**config.mk**
```make
export PLATFORM = sky130hd
export DESIGN_NAME = crc_frame_check
export DESIGN_NICKNAME = d
export VERILOG_FILES = /design/src/rtl/crc_pkg.sv /design/src/rtl/crc_byte_update.sv /design/src/rtl/crc_frame_check.sv
export SDC_FILE = /design/constraint.sdc
export NUM_CORES = 1
export LEC_CHECK = 0
export ABC_AREA = 1
export CAP_MARGIN = 20
export CORE_MARGIN = 2
export CORE_UTILIZATION = 25
export DETAILED_ROUTE_END_ITERATION = 8
export SLEW_MARGIN = 25
export SYNTH_ARGS = -nofsm -noshare
export SYNTH_HDL_FRONTEND = slang
export SYNTH_SLANG_ARGS = --single-unit
```
**constraint.sdc**
```tcl
create_clock -name clk_i -period 2.8 [get_ports clk_i]
set_clock_uncertainty 0.2 [all_clocks]
set_input_delay 0.84 -clock clk_i [delete_from_list [all_inputs] [get_ports clk_i]]
set_output_delay 0.84 -clock clk_i [all_outputs]
set_load 0.05 [all_outputs]
```
**src/rtl/crc_pkg.sv**
```systemverilog
// Shared CRC helpers and frame-checker FSM states. The byte step is common to the
// generator and checker so both sides agree on the REF_IN/REF_OUT behaviour.
package crc_pkg;

    typedef enum logic [1:0] {
        StIdle,
        StFill,
        StStream
    } crc_state_e;

    function automatic int unsigned crc_bytes(input int unsigned crc_size);
        return crc_size / 8;
    endfunction

    function automatic logic [63:0] crc_mask(input int unsigned size);
        return (size >= 64) ? {64{1'b1}} : ((64'd1 << size) - 64'd1);
    endfunction

    // Bit-reverse the low `size` bits of val.
    function automatic logic [63:0] crc_reflect(input logic [63:0] val, input int unsigned size);
        logic [63:0] r;
        r = '0;
        for (int i = 0; i < 64; i++) begin
            if (i < int'(size)) begin
                r[i] = val[int'(size) - 1 - i];
            end
        end
        return r;
    endfunction

    // One byte through a bit-serial CRC. With ref_out the register is kept in the
    // reflected (output) domain, so it is flipped around the MSB-first core.
    function automatic logic [63:0] crc_byte_step(input logic [63:0] crc,
                                                  input logic [7:0]  data,
                                                  input logic [63:0] poly,
                                                  input int unsigned size,
                                                  input bit          ref_in,
                                                  input bit          ref_out);
        logic [63:0] mask;
        logic [63:0] c;
        logic        fb;
        mask = crc_mask(size);
        c    = crc & mask;
        if (ref_out) begin
            c = crc_reflect(c, size);
        end
        for (int i = 0; i < 8; i++) begin
            fb = c[size - 1] ^ (ref_in ? data[i] : data[7 - i]);
            c  = (c << 1) & mask;
            if (fb) begin
                c = c ^ (poly & mask);
            end
        end
        if (ref_out) begin
            c = crc_reflect(c, size);
        end
        return c;
    endfunction

endpackage

```
**src/rtl/crc_byte_update.sv**
```systemverilog
// Combinational single-byte CRC update for CRC widths up to 64 bits.
module crc_byte_update
    import crc_pkg::*;
#(
    parameter int unsigned CRC_SIZE = 16,
    parameter logic [63:0] POLY     = 64'h8005,
    parameter bit          REF_IN   = 1'b1,
    parameter bit          REF_OUT  = 1'b1
) (
    input  logic [CRC_SIZE-1:0] crc_i,
    input  logic [7:0]          data_i,
    output logic [CRC_SIZE-1:0] crc_o
);

    assign crc_o = CRC_SIZE'(crc_byte_step(64'(crc_i), data_i, POLY, CRC_SIZE, REF_IN, REF_OUT));

endmodule

```
**src/rtl/crc_frame_check.sv**
```systemverilog
// Receive-side CRC checker: strips the trailing CRC field, forwards payload, reports status.
// Optional per-outcome counters are built when CRC_FRAME_CHECK_STATS_EN is defined.
module crc_frame_check
    import crc_pkg::*;
#(
    parameter logic [63:0] POLY     = 64'h8005,
    parameter int unsigned CRC_SIZE = 16,
    parameter logic [63:0] INIT     = 64'h0000,
    parameter bit          REF_IN   = 1'b1,
    parameter bit          REF_OUT  = 1'b1,
    parameter logic [63:0] XOR_OUT  = 64'hffff,
    parameter bit          FIELD_LE = 1'b1,
    parameter int unsigned LEN_W    = 16
) (
    input  logic             clk_i,
    input  logic             rst_ni,
    input  logic             soft_reset_i,
    input  logic             s_valid_i,
    output logic             s_ready_o,
    input  logic [7:0]       s_data_i,
    input  logic             s_sop_i,
    input  logic             s_eop_i,
    output logic             m_valid_o,
    input  logic             m_ready_i,
    output logic [7:0]       m_data_o,
    output logic             m_last_o,
    output logic             status_valid_o,
    output logic             crc_ok_o,
    output logic             len_err_o,
    output logic             abort_o,
`ifdef CRC_FRAME_CHECK_STATS_EN
    output logic [31:0]      stat_good_o,
    output logic [31:0]      stat_bad_o,
    output logic [31:0]      stat_len_o,
    output logic [31:0]      stat_abort_o,
`endif
    output logic [LEN_W-1:0] frame_len_o
);

    localparam int unsigned CrcBytes = crc_bytes(CRC_SIZE);
    localparam int unsigned FillW    = $clog2(CrcBytes + 1);
    // Register lives in the output domain, so a reflected register starts reflected.
    localparam logic [CRC_SIZE-1:0] CrcInit =
        CRC_SIZE'(REF_OUT ? crc_reflect(INIT, CRC_SIZE) : INIT);
    localparam logic [CRC_SIZE-1:0] XorOut = XOR_OUT[CRC_SIZE-1:0];

    crc_state_e          r_state, w_state_nxt;
    logic [7:0]          r_line [CrcBytes];
    logic [7:0]          w_line_nxt [CrcBytes];
    logic [7:0]          w_line_push [CrcBytes];
    logic [7:0]          w_rx [CrcBytes];
    logic [FillW-1:0]    r_fill, w_fill_nxt;
    logic [CRC_SIZE-1:0] r_crc, w_crc_nxt, w_crc_next, w_final, w_field;
    logic [LEN_W-1:0]    r_len, w_len_nxt, w_len_inc;

    logic                r_m_valid, w_m_valid_nxt;
    logic                r_m_last, w_m_last_nxt;
    logic [7:0]          r_m_data, w_m_data_nxt;

    logic                r_stat_valid, w_stat_valid_nxt;
    logic                r_crc_ok, w_crc_ok_nxt;
    logic                r_len_err, w_len_err_nxt;
    logic                r_abort, w_abort_nxt;
    logic [LEN_W-1:0]    r_frame_len, w_frame_len_nxt;

    logic                w_accept;
    logic                w_start;

    assign s_ready_o = !r_m_valid || m_ready_i;
    assign w_accept  = s_valid_i && s_ready_o;
    assign w_len_inc = (r_len == {LEN_W{1'b1}}) ? r_len : r_len + LEN_W'(1);
    assign w_final   = w_crc_next ^ XorOut;

    crc_byte_update #(
        .CRC_SIZE (CRC_SIZE),
        .POLY     (POLY),
        .REF_IN   (REF_IN),
        .REF_OUT  (REF_OUT)
    ) u_crc_byte_update (
        .crc_i  (r_crc),
        .data_i (r_line[0]),
        .crc_o  (w_crc_next)
    );

    // Delay line shifts toward index 0; index 0 is the oldest byte.
    always_comb begin
        for (int i = 0; i < int'(CrcBytes) - 1; i++) begin
            w_line_push[i] = r_line[i + 1];
            w_rx[i]        = r_line[i + 1];
        end
        w_line_push[CrcBytes-1] = s_data_i;
        w_rx[CrcBytes-1]        = s_data_i;
    end

    // Received field in wire order is w_rx[0..CrcBytes-1].
    always_comb begin
        w_field = '0;
        for (int k = 0; k < int'(CrcBytes); k++) begin
            if (FIELD_LE) begin
                w_field[8*k +: 8] = w_rx[k];
            end else begin
                w_field[8*(int'(CrcBytes) - 1 - k) +: 8] = w_rx[k];
            end
        end
    end

    always_comb begin
        w_state_nxt      = r_state;
        w_line_nxt       = r_line;
        w_fill_nxt       = r_fill;
        w_crc_nxt        = r_crc;
        w_len_nxt        = r_len;
        w_m_valid_nxt    = r_m_valid && !m_ready_i;
        w_m_last_nxt     = r_m_last && !m_ready_i;
        w_m_data_nxt     = r_m_data;
        w_stat_valid_nxt = 1'b0;
        w_crc_ok_nxt     = r_crc_ok;
        w_len_err_nxt    = r_len_err;
        w_abort_nxt      = r_abort;
        w_frame_len_nxt  = r_frame_len;
        w_start          = 1'b0;

        if (soft_reset_i) begin
            w_state_nxt = StIdle;
            w_line_nxt  = '{default: '0};
            w_fill_nxt  = '0;
            w_crc_nxt   = CrcInit;
            w_len_nxt   = '0;
        end else if (w_accept) begin
            unique case (r_state)
                StIdle: w_start = s_sop_i;
                StFill, StStream: begin
                    if (s_sop_i) begin
                        w_stat_valid_nxt = 1'b1;
                        w_crc_ok_nxt     = 1'b0;
                        w_len_err_nxt    = 1'b0;
                        w_abort_nxt      = 1'b1;
                        w_frame_len_nxt  = r_len;
                        w_start          = 1'b1;
                    end else if (r_state == StFill) begin
                        if (s_eop_i) begin
                            w_stat_valid_nxt = 1'b1;
                            w_crc_ok_nxt     = 1'b0;
                            w_len_err_nxt    = 1'b1;
                            w_abort_nxt      = 1'b0;
                            w_frame_len_nxt  = '0;
                            w_state_nxt      = StIdle;
                            w_fill_nxt       = '0;
                        end else begin
                            w_line_nxt = w_line_push;
                            w_fill_nxt = r_fill + FillW'(1);
                            if (r_fill == FillW'(CrcBytes - 1)) begin
                                w_state_nxt = StStream;
                            end
                        end
                    end else begin
                        w_line_nxt    = w_line_push;
                        w_m_valid_nxt = 1'b1;
                        w_m_data_nxt  = r_line[0];
                        w_m_last_nxt  = s_eop_i;
                        w_crc_nxt     = w_crc_next;
                        w_len_nxt     = w_len_inc;
                        if (s_eop_i) begin
                            w_stat_valid_nxt = 1'b1;
                            w_crc_ok_nxt     = (w_final == w_field);
                            w_len_err_nxt    = 1'b0;
                            w_abort_nxt      = 1'b0;
                            w_frame_len_nxt  = w_len_inc;
                            w_state_nxt      = StIdle;
                            w_fill_nxt       = '0;
                        end
                    end
                end
                default: ;
            endcase

            // A sop+eop byte that also aborts a frame reports abort and len_err together.
            if (w_start) begin
                if (s_eop_i) begin
                    w_stat_valid_nxt = 1'b1;
                    w_crc_ok_nxt     = 1'b0;
                    w_len_err_nxt    = 1'b1;
                    if (r_state == StIdle) begin
                        w_abort_nxt     = 1'b0;
                        w_frame_len_nxt = '0;
                    end
                    w_state_nxt = StIdle;
                    w_fill_nxt  = '0;
                end else begin
                    w_line_nxt  = w_line_push;
                    w_fill_nxt  = FillW'(1);
                    w_crc_nxt   = CrcInit;
                    w_len_nxt   = '0;
                    w_state_nxt = (CrcBytes == 1) ? StStream : StFill;
                end
            end
        end
    end

    always_ff @(posedge clk_i or negedge rst_ni) begin
        if (!rst_ni) begin
            r_state      <= StIdle;
            r_line       <= '{default: '0};
            r_fill       <= '0;
            r_crc        <= CrcInit;
            r_len        <= '0;
            r_m_valid    <= 1'b0;
            r_m_last     <= 1'b0;
            r_m_data     <= '0;
            r_stat_valid <= 1'b0;
            r_crc_ok     <= 1'b0;
            r_len_err    <= 1'b0;
            r_abort      <= 1'b0;
            r_frame_len  <= '0;
        end else begin
            r_state      <= w_state_nxt;
            r_line       <= w_line_nxt;
            r_fill       <= w_fill_nxt;
            r_crc        <= w_crc_nxt;
            r_len        <= w_len_nxt;
            r_m_valid    <= w_m_valid_nxt;
            r_m_last     <= w_m_last_nxt;
            r_m_data     <= w_m_data_nxt;
            r_stat_valid <= w_stat_valid_nxt;
            r_crc_ok     <= w_crc_ok_nxt;
            r_len_err    <= w_len_err_nxt;
            r_abort      <= w_abort_nxt;
            r_frame_len  <= w_frame_len_nxt;
        end
    end

    assign m_valid_o      = r_m_valid;
    assign m_last_o       = r_m_last;
    assign m_data_o       = r_m_data;
    assign status_valid_o = r_stat_valid;
    assign crc_ok_o       = r_crc_ok;
    assign len_err_o      = r_len_err;
    assign abort_o        = r_abort;
    assign frame_len_o    = r_frame_len;

`ifdef CRC_FRAME_CHECK_STATS_EN
    logic [31:0] r_stat_good, r_stat_bad, r_stat_len, r_stat_abort;

    always_ff @(posedge clk_i or negedge rst_ni) begin
        if (!rst_ni) begin
            r_stat_good  <= '0;
            r_stat_bad   <= '0;
            r_stat_len   <= '0;
            r_stat_abort <= '0;
        end else if (r_stat_valid) begin
            if (r_crc_ok) begin
                r_stat_good <= r_stat_good + 32'd1;
            end
            if (!r_crc_ok && !r_len_err && !r_abort) begin
                r_stat_bad <= r_stat_bad + 32'd1;
            end
            if (r_len_err) begin
                r_stat_len <= r_stat_len + 32'd1;
            end
            if (r_abort) begin
                r_stat_abort <= r_stat_abort + 32'd1;
            end
        end
    end

    assign stat_good_o  = r_stat_good;
    assign stat_bad_o   = r_stat_bad;
    assign stat_len_o   = r_stat_len;
    assign stat_abort_o = r_stat_abort;
`endif

endmodule

```
==> flow_summary.toml, run 1 <==
[run_status]
outcome = "finished clean"

[grt]
grtUsageTotal_pct = 14.6
grt_pass1_wl_um = 24800
grt_max_degree = 39
grt_pass1_vias = 4759
overflow = 0
antenna_found_initial = 0

[clock_network]
cts_setup_buffers = 0
insertion_delay_ns = 0.35
clk_pin_slew_worst_paths_ns = 0.06
cts.sinks = 82
cts_buffer_depth = 2
postCtsHoldBufs = 0
cts_buffers = 9
htreeDepth = 3
cts_resized = 0
cts_tree = "done"
cts_root_buffer = "clkbuf_16"

[logic_synthesis]
seq_area_frac_synth_pct = 40.9
syn_area_per_cell_um2 = 7.41
syn_inst = 678
synth_flop_cell = "dfrtp_1"
syn_nets = 698
synth-edff-count = 0
synth_seq_cells = 82
synthDistinctLibCells = 41
ys.warnings.count = 0
async_flop_share_pct = 100
syn_area_mm2 = 0.00502

[worst_setup_path]
cp_top_family = "buffers and inverters"
crit_buf_inv = 4
cp.arrival_ns = 1.67
slowest_stage = "clkdlybuf4s50_1"
path_class = "in2out"
worstPathMaxFanout = 2
worst_ep_required_time_ns = 1.76
max_stage_delay_ns = 0.47
cp-start-kind = "primary input"
path_cells = "clkdlybuf4s50_1, inv_2, nand2_1, buf_4, buf_12"
end_kind = "primary output"

[min_path]
hold_class = "in2async"

[route]
routedWlPerCell_um = 14.8
drc = 0
vias = 4917
wirelength_um = 15100
avgViaCountPerCell = 4.81
final_antenna_net_count = 0
drtIter0Drc = 398
first_pass_iters = 7

[timing]
tightest_slew_ns = 0.832
fin_setup_tns_ns = 0
fin_crit_ns = 2.71
min_period_over_period_pct = 96.6
maxSlewViolCount = 0
setup_violations = 0
fmax_mhz = 370
rsz0062_at_grt = "false"
relSlewSlack_pct = 44.5
hold_viol_final = 0

[floorplan]
die_w_um = 146
dieArea_mm2 = 0.0212
io_pins = 46
initial_core_util_pct = 25.6
fp.dieH_um = 146
row_count = 51
core_area_mm2 = 0.0196

[cells_and_area]
area_growth_pct = 28.4
final_common_cell = "nand2_1"
fillers = 2062
final_cell_mix = "nand2_1, dfrtp_1, inv_1"
fin_nets = 772
antenna_cells = 0
drive_gt1_share_pct = 14.5

[pwr]
p_total_uw = 3830
p_leak_uw = 0.00293
power_density_mw_per_mm2 = 594
ir_worst_vdd_mv = 0.328

[placement]
port_buffers = 45
dp_hpwl_um = 11100
globalplace.congestion = 0.867

[run]
maxCapViolCount = 0
## cell usage after synthesis (3+ instances only)
| master | count | area, um2 |
|---|---|---|
| nand2_2 | 13 | 81.3 |
| nor3_1 | 6 | 30.0 |
| inv_2 | 21 | 78.8 |
| nor2_2 | 4 | 25.0 |
| buf_2 | 8 | 40.0 |
| dfrtp_1 | 82 | 2050 |
| nor2_4 | 4 | 45.0 |
| xor2_1 | 8 | 70.1 |
| nand2_1 | 177 | 664 |
| o21ai_1 | 22 | 110 |
| nor2_1 | 28 | 105 |
| o221ai_1 | 5 | 43.8 |
| a21oi_1 | 25 | 125 |
| inv_1 | 77 | 289 |
| a21boi_0 | 8 | 60.1 |
| o21ai_0 | 51 | 255 |
| clkbuf_1 | 13 | 48.8 |
| o21ai_2 | 3 | 26.3 |
| nand3_1 | 28 | 140 |
| nand4_1 | 4 | 25.0 |
| o32ai_1 | 5 | 43.8 |
| o22ai_1 | 39 | 244 |
| o31ai_1 | 8 | 60.1 |
| nor3_2 | 3 | 30.0 |
| a221oi_1 | 6 | 52.6 |
| ha_1 | 5 | 62.6 |
| a21boi_1 | 7 | 52.6 |
## routing by layer
metal / wire length [um] / global-route usage, % / up-vias
met5: 0 / 0 / -
met3: 772 / 2.66 / 25
met4: 391 / 6.47 / 0
li1: - / - / 2430
met1: 7290 / 20.4 / 2320
met2: 6670 / 21.8 / 142
## path summary, 6_finish.rpt
kind / start / to / slack (ns) / cells past startpoint
setup / recovery: m_ready_i / s_ready_o / 0.09 / 5
hold / removal: rst_ni / frame_len_o[15]$_DFFE_PN0P_ / 0.26 / 1
setup reg to reg: r_state[0]$_DFFE_PN0P_ / r_len[9]$_DFFE_PN0P_ / 0.41 / 7
hold reg to reg: r_fill[1]$_DFFE_PN0P_ / r_fill[1]$_DFFE_PN0P_ / 0.29 / 2
max in group asynchronous: rst_ni / m_last_o$_DFF_PN0_ / 1.53 / 2
min in group clk_i: r_fill[1]$_DFFE_PN0P_ / r_fill[1]$_DFFE_PN0P_ / 0.29 / 2
## power by group
group / total, uW / switching [uW] / internal [uW]
combinational: 966 / 630 / 336
sequential: 1380 / 102 / 1280
clock: 1480 / 492 / 985
total: 3830 / 1220 / 2600
## registers in the layout (all words and copies together), names as in the netlist
| register | flops |
|---|---|
| m_data_o | 8 |
| status_valid_o | 1 |
| r_crc | 16 |
| m_valid_o | 1 |
| r_len | 16 |
| frame_len_o | 16 |
| crc_ok_o | 1 |
| r_fill | 2 |
| len_err_o | 1 |
| abort_o | 1 |
| r_state | 2 |
| r_line | 16 |
| m_last_o | 1 |
## area by class of cell
class	instances	area [um2]	area share (%)
inverter	99	372	5.77
clock inverter	5	125	1.94
clock buffer	11	243	3.77
tap	265	332	5.14
multi-input combinational	476	2510	38.9
timing repair buffer	84	813	12.6
sequential	82	2050	31.8
## cells by family (layout without fill, tap and decap cells)
kind of cell | after synthesis | count (layout) | share of synthesized area (%)
fa+ha+maj | 5 | 5 | 1.25
flops | 82 | 82 | 40.9
simple gates | 270 | 270 | 23.6
compound gates | 193 | 193 | 23.7
xor+xnor | 8 | 8 | 1.40
buf+inv | 120 | 199 | 9.17
## worst reg2reg max path, cell delays in order, from the launching register on
cell	delay, ns
dfrtp_1	0.42
inv_1	0.07
ha_1	0.32
buf_4	0.18
inv_1	0.61
o21ai_0	0.22
a21boi_0	0.16
o22ai_1	0.12
## metrics by stage
stage / instance area, um2 / setup WS, ns / util [%] / hold WS (ns) / cells
2_1_floorplan: 5020 / 0.268 / - / 0.252 / 678
3_3_place_gp: 6080 / 0.0593 / 31.0 / 0.266 / 1006
3_5_place_dp: 6080 / 0.0200 / 31.0 / 0.275 / 1006
4_1_cts: 6440 / 0.0946 / 32.9 / 0.275 / 1022
5_1_grt: 6440 / 0.0242 / 32.9 / 0.304 / 1022
6_report: 6440 / 0.0941 / 32.9 / 0.259 / 1022
No activity file was read; power rests on OpenSTA's default activity.
==> inputs of run 2 (changes only) <==
--- a/config.mk
+++ b/config.mk
@@ -7,8 +7,9 @@
 export LEC_CHECK = 0
 export ABC_AREA = 1
 export CAP_MARGIN = 20
+export CORE_ASPECT_RATIO = 1.25
 export CORE_MARGIN = 2
-export CORE_UTILIZATION = 25
+export CORE_UTILIZATION = 45
 export DETAILED_ROUTE_END_ITERATION = 8
 export SLEW_MARGIN = 25
 export SYNTH_ARGS = -nofsm -noshare
==> run 2 against run 1 <==
Power decreased by 9.1%. Sequential cell count unchanged. Core utilization grew 23 points. Sequential power barely moved. Non-clock buffer count is 1 lower. Cell count shrank 13%. Combinational power fell by 0.4%. Routed wire length decreased by 2.1%. Sequential share of layout area rose by 1.4 points. Count of clock-buffer cells in the layout down 1. Register-to-register slack improved by 0.20 ns.
==> flow_summary.toml, run 2 (synthesis gave the netlist of run 1 again) <==
[clock_network]
cts_resized = 0
htreeDepth = 3
insertion_delay_ns = 0.35
cts_root_buffer = "clkbuf_16"
cts.sinks = 82
cts_setup_buffers = 0
cts_buffers = 9
cts_tree = "done"
cts_buffer_depth = 2
postCtsHoldBufs = 0
clk_pin_slew_worst_paths_ns = 0.06

[cells_and_area]
antenna_cells = 0
fillers = 1079
final_cell_mix = "nand2_1, dfrtp_1, inv_1"
drive_gt1_share_pct = 14.6
final_common_cell = "nand2_1"
fin_nets = 771
utilization_pct = 56.2
area_growth_pct = 23.0

[worst_setup_path]
r2r-end = "r_len[9]$_DFFE_PN0P_"
path_class = "in2out"
cp-start-kind = "primary input"
end_kind = "primary output"
worst_ep_required_time_ns = 1.76
cp.arrival_ns = 1.66
worstRegToRegCells = 8
slowest_stage = "clkdlybuf4s50_1"
startpoint = "m_ready_i"
max_stage_delay_ns = 0.47
worstPathMaxFanout = 2
r2r_slack_ns = 0.61
rr_startpoint = "r_state[0]$_DFFE_PN0P_"
path_cells = "clkdlybuf4s50_1, inv_2, nand2_1, buf_4, buf_12"

[run]
maxCapViolCount = 0

[placement]
port_buffers = 45
place_ws_ns = -0.0140
dp_hpwl_um = 11000
globalplace.congestion = 0.916

[route]
drtIter0Drc = 274
vias = 4987
routedWlPerCell_um = 16.6
drc = 0
avgViaCountPerCell = 5.60
first_pass_iters = 5
final_antenna_net_count = 0
wirelength_um = 14800

[floorplan]
core_area_mm2 = 0.0110
row_count = 43
dieArea_mm2 = 0.0120
fp.dieH_um = 122
io_pins = 46
initial_core_util_pct = 45.7
die_w_um = 98.5

[grt]
overflow = 0
grtUsageTotal_pct = 25.2
grt_use_met3_pct = 2.81
grt_max_degree = 51
antenna_found_initial = 0
busiest_layer = "met2"
grt_pass1_wl_um = 24000
use_met2_pct = 44.2
grt_pass1_vias = 4880
use_met1_pct = 30.6

[timing]
layout_setup_ws_ns = 0.0954
relSlewSlack_pct = 65.2
setup_violations = 0
fin_crit_ns = 2.70
tightest_slew_ns = 0.520
rsz0062_at_grt = "false"
hold_viol_final = 0
maxSlewViolCount = 0
fmax_mhz = 370
fin_setup_tns_ns = 0
min_period_over_period_pct = 96.6

[min_path]
hold_class = "in2async"

[run_status]
outcome = "finished clean"

[pwr]
p_leak_uw = 0.00288
power_density_mw_per_mm2 = 563
ir_worst_vdd_mv = 0.367
-- run 2: changes by cell type in the layout (fill, tap and decap cells not counted) --
| cell | change |
|---|---|
| clkinv_4 | +1 |
| buf_12 | -1 |
| clkbuf_1 | -1 |
| bufinv_16 | -4 |
| clkinvlp_4 | +1 |
| clkinv_2 | +2 |
| inv_6 | +1 |
-- run 2: final cells by class --
class	count	area, um2	area share, %
clock buffer	10	239	3.87
clock inverter	6	40.0	0.649
inverter	99	372	6.02
sequential	82	2050	33.2
tap	135	169	2.74
multi-input combinational	476	2510	40.6
timing repair buffer	83	793	12.8
-- run 2: power breakdown --
part	switching (uW)	leakage, uW	internal (uW)	total (uW)
combinational	628	0.00162	334	962
clock	510	0.000139	625	1140
sequential	98.4	0.00112	1280	1380
-- run 2: per-stage QoR --
step | hold slack [ns] | cells | total power (uW) | area, um2
final | 0.244 | 891 | 3480 | 6170
after global routing | 0.275 | 891 | 3630 | 6170
after CTS | 0.260 | 891 | 3490 | 6170
after detailed placement | 0.272 | 875 | 2360 | 5890
after global placement | 0.265 | 875 | 2350 | 5890
after floorplan | 0.252 | 678 | 1980 | 5020
-- run 2: metal layers --
metal	up-vias	share of wire, %
met3	31	4.2
met2	143	51
met4	0	3.1
met1	2388	41
met5	-	0
li1	2425	-
-- run 2: worst max-delay path: cells and delay by family --
kind / cells / cell delay (ns)
simple gates: 1 / 0.06
buf+inv: 4 / 0.76
-- run 2: how the worst max path moves through the flow --
stage                                end  slack [ns]  depth (start not counted)
global route                   s_ready_o        0.05                          5
finish                         s_ready_o         0.1                          5
CTS                            s_ready_o        0.09                          5
detailed placement  crc_ok_o$_DFFE_PN0P_       -0.01                         15
floorplan           crc_ok_o$_DFFE_PN0P_        0.27                         14
global placement    crc_ok_o$_DFFE_PN0P_      -0.006                         15
==> inputs of run 3 (changes only) <==
--- a/config.mk
+++ b/config.mk
@@ -7,7 +7,6 @@
 export LEC_CHECK = 0
 export ABC_AREA = 1
 export CAP_MARGIN = 20
-export CORE_ASPECT_RATIO = 1.25
 export CORE_MARGIN = 2
 export CORE_UTILIZATION = 45
 export DETAILED_ROUTE_END_ITERATION = 8
==> run 3 against run 2 <==
Sequential share of layout area increased by 0.59 points. Fmax about the same. Non-clock buffer count shrank 1. Combinational power is essentially flat. Routed wire length fell by 1.1%. Critical path type unchanged.
==> flow_summary.toml, run 3 (synthesis gave the netlist of run 1 again) <==
[clock_network]
clk_pin_slew_worst_paths_ns = 0.08
cts_root_buffer = "clkbuf_8"
htreeDepth = 3
cts_resized = 0
postCtsHoldBufs = 0
insertion_delay_ns = 0.37
cts.sinks = 82
cts_tree = "done"
cts_buffers = 9
cts_setup_buffers = 0
cts_buffer_depth = 2

[route]
vias = 4911
routedWlPerCell_um = 16.4
avgViaCountPerCell = 5.50
wirelength_um = 14600
drc = 0
drtIter0Drc = 405
final_antenna_net_count = 0
first_pass_iters = 5

[pwr]
p_switching_uw = 1160
power_density_mw_per_mm2 = 523
p_sw_share_pct = 36.7
p_comb_share_pct = 30.4
clockPowerShare_pct = 26.3
internal-power_uw = 2010
ir_worst_vdd_mv = 0.396
p_seq_share_pct = 43.3
p_leak_uw = 0.00283

[grt]
grt_pass1_vias = 4721
grt_pass1_wl_um = 23900
overflow = 0
grt_max_degree = 52
antenna_found_initial = 0
grtUsageTotal_pct = 26.1

[worst_setup_path]
cp.arrival_ns = 1.67
cp-start-kind = "primary input"
end_kind = "primary output"
worstPathMaxFanout = 2
worst_ep_required_time_ns = 1.76
startpoint = "m_ready_i"
path_class = "in2out"
rr_startpoint = "r_state[0]$_DFFE_PN0P_"

[floorplan]
dieArea_mm2 = 0.0120
fp.dieH_um = 110
row_count = 38
die_w_um = 110
core_area_mm2 = 0.0108
io_pins = 46
initial_core_util_pct = 46.3

[cells_and_area]
drive_gt1_share_pct = 14.1
antenna_cells = 0
fillers = 1060
utilization_pct = 56.0
final_cell_mix = "nand2_1, dfrtp_1, inv_1"
regArea_mm2 = 0.00205
area_growth_pct = 20.8
fin_nets = 770
multi_input_area_mm2 = 0.00251
final_common_cell = "nand2_1"

[timing]
fin_crit_ns = 2.71
fin_hold_ws_ns = 0.213
hold_viol_final = 0
setup_violations = 0
tightest_slew_ns = 0.531
min_period_over_period_pct = 96.6
maxSlewViolCount = 0
fmax_mhz = 370
relSlewSlack_pct = 64.5
rsz0062_at_grt = "false"

[placement]
port_buffers = 45
globalplace.congestion = 0.881
dp_hpwl_um = 10500

[run]
maxCapViolCount = 0

[run_status]
outcome = "finished clean"

[min_path]
hold_class = "in2async"
## run 3: cell types whose count changed in the layout (fill, tap and decap cells not counted), sizes merged
| cell | before | now |
|---|---|---|
| clkinv | 5 | 4 |
| clkinvlp | 1 | 0 |
| bufinv | 0 | 1 |
| buf | 40 | 39 |
| inv | 99 | 98 |
## run 3: cell type report
cell class | instances | share of cell area (%)
Timing Repair Buffer | 82 | 13.0
Inverter | 99 | 6.13
Sequential cell | 82 | 33.8
Tap cell | 140 | 2.89
Multi-Input combinational cell | 476 | 41.4
Clock buffer | 10 | 2.10
Clock inverter | 4 | 0.743
## run 3: power by group through the flow
stage | registers (uW) | logic (uW) | clock network (uW)
floorplan | 1620 | 365 | 0
global placement | 1390 | 946 | 0
detailed placement | 1390 | 957 | 0
CTS | 1370 | 961 | 857
global route | 1390 | 1040 | 906
finish | 1380 | 964 | 833
## run 3: routing by layer
layer / routed length (um) / global-route usage, % / vias to the layer above
met5: 0 / 0 / -
met4: 216 / 8.23 / 0
met3: 874 / 4.33 / 21
met2: 6160 / 37.7 / 165
met1: 7400 / 39.6 / 2309
li1: - / - / 2416
## run 3: critical path, stage by stage
cell	delay [ns]
clkdlybuf4s50_1	0.47
inv_2	0.04
nand2_1	0.06
buf_4	0.12
buf_12	0.13
## run 3: path summary, 6_finish.rpt
check / slack (ns) / cells after the start / to
worst max-delay path: 0.09 / 5 / s_ready_o
worst min-delay path: 0.21 / 1 / m_data_o[5]$_DFFE_PN0P_
worst max register to register: 0.60 / 7 / frame_len_o[8]$_DFFE_PN0P_
worst min register to register: 0.29 / 2 / m_data_o[7]$_DFFE_PN0P_
max in group asynchronous: 1.55 / 2 / r_len[4]$_DFFE_PN0P_
min in group clk_i: 0.29 / 2 / m_data_o[7]$_DFFE_PN0P_
## run 3: per-stage QoR
step / setup TNS [ns] / total power [uW] / cells / setup WS, ns / area [um2]
6_report: 0 / 3170 / 893 / 0.0942 / 6070
5_1_grt: 0 / 3340 / 893 / 0.0490 / 6070
4_1_cts: 0 / 3190 / 893 / 0.0848 / 6070
3_5_place_dp: -0.0315 / 2350 / 879 / -0.0298 / 5890
3_3_place_gp: 0 / 2340 / 879 / 0.0106 / 5890
2_1_floorplan: 0 / 1980 / 678 / 0.268 / 5020
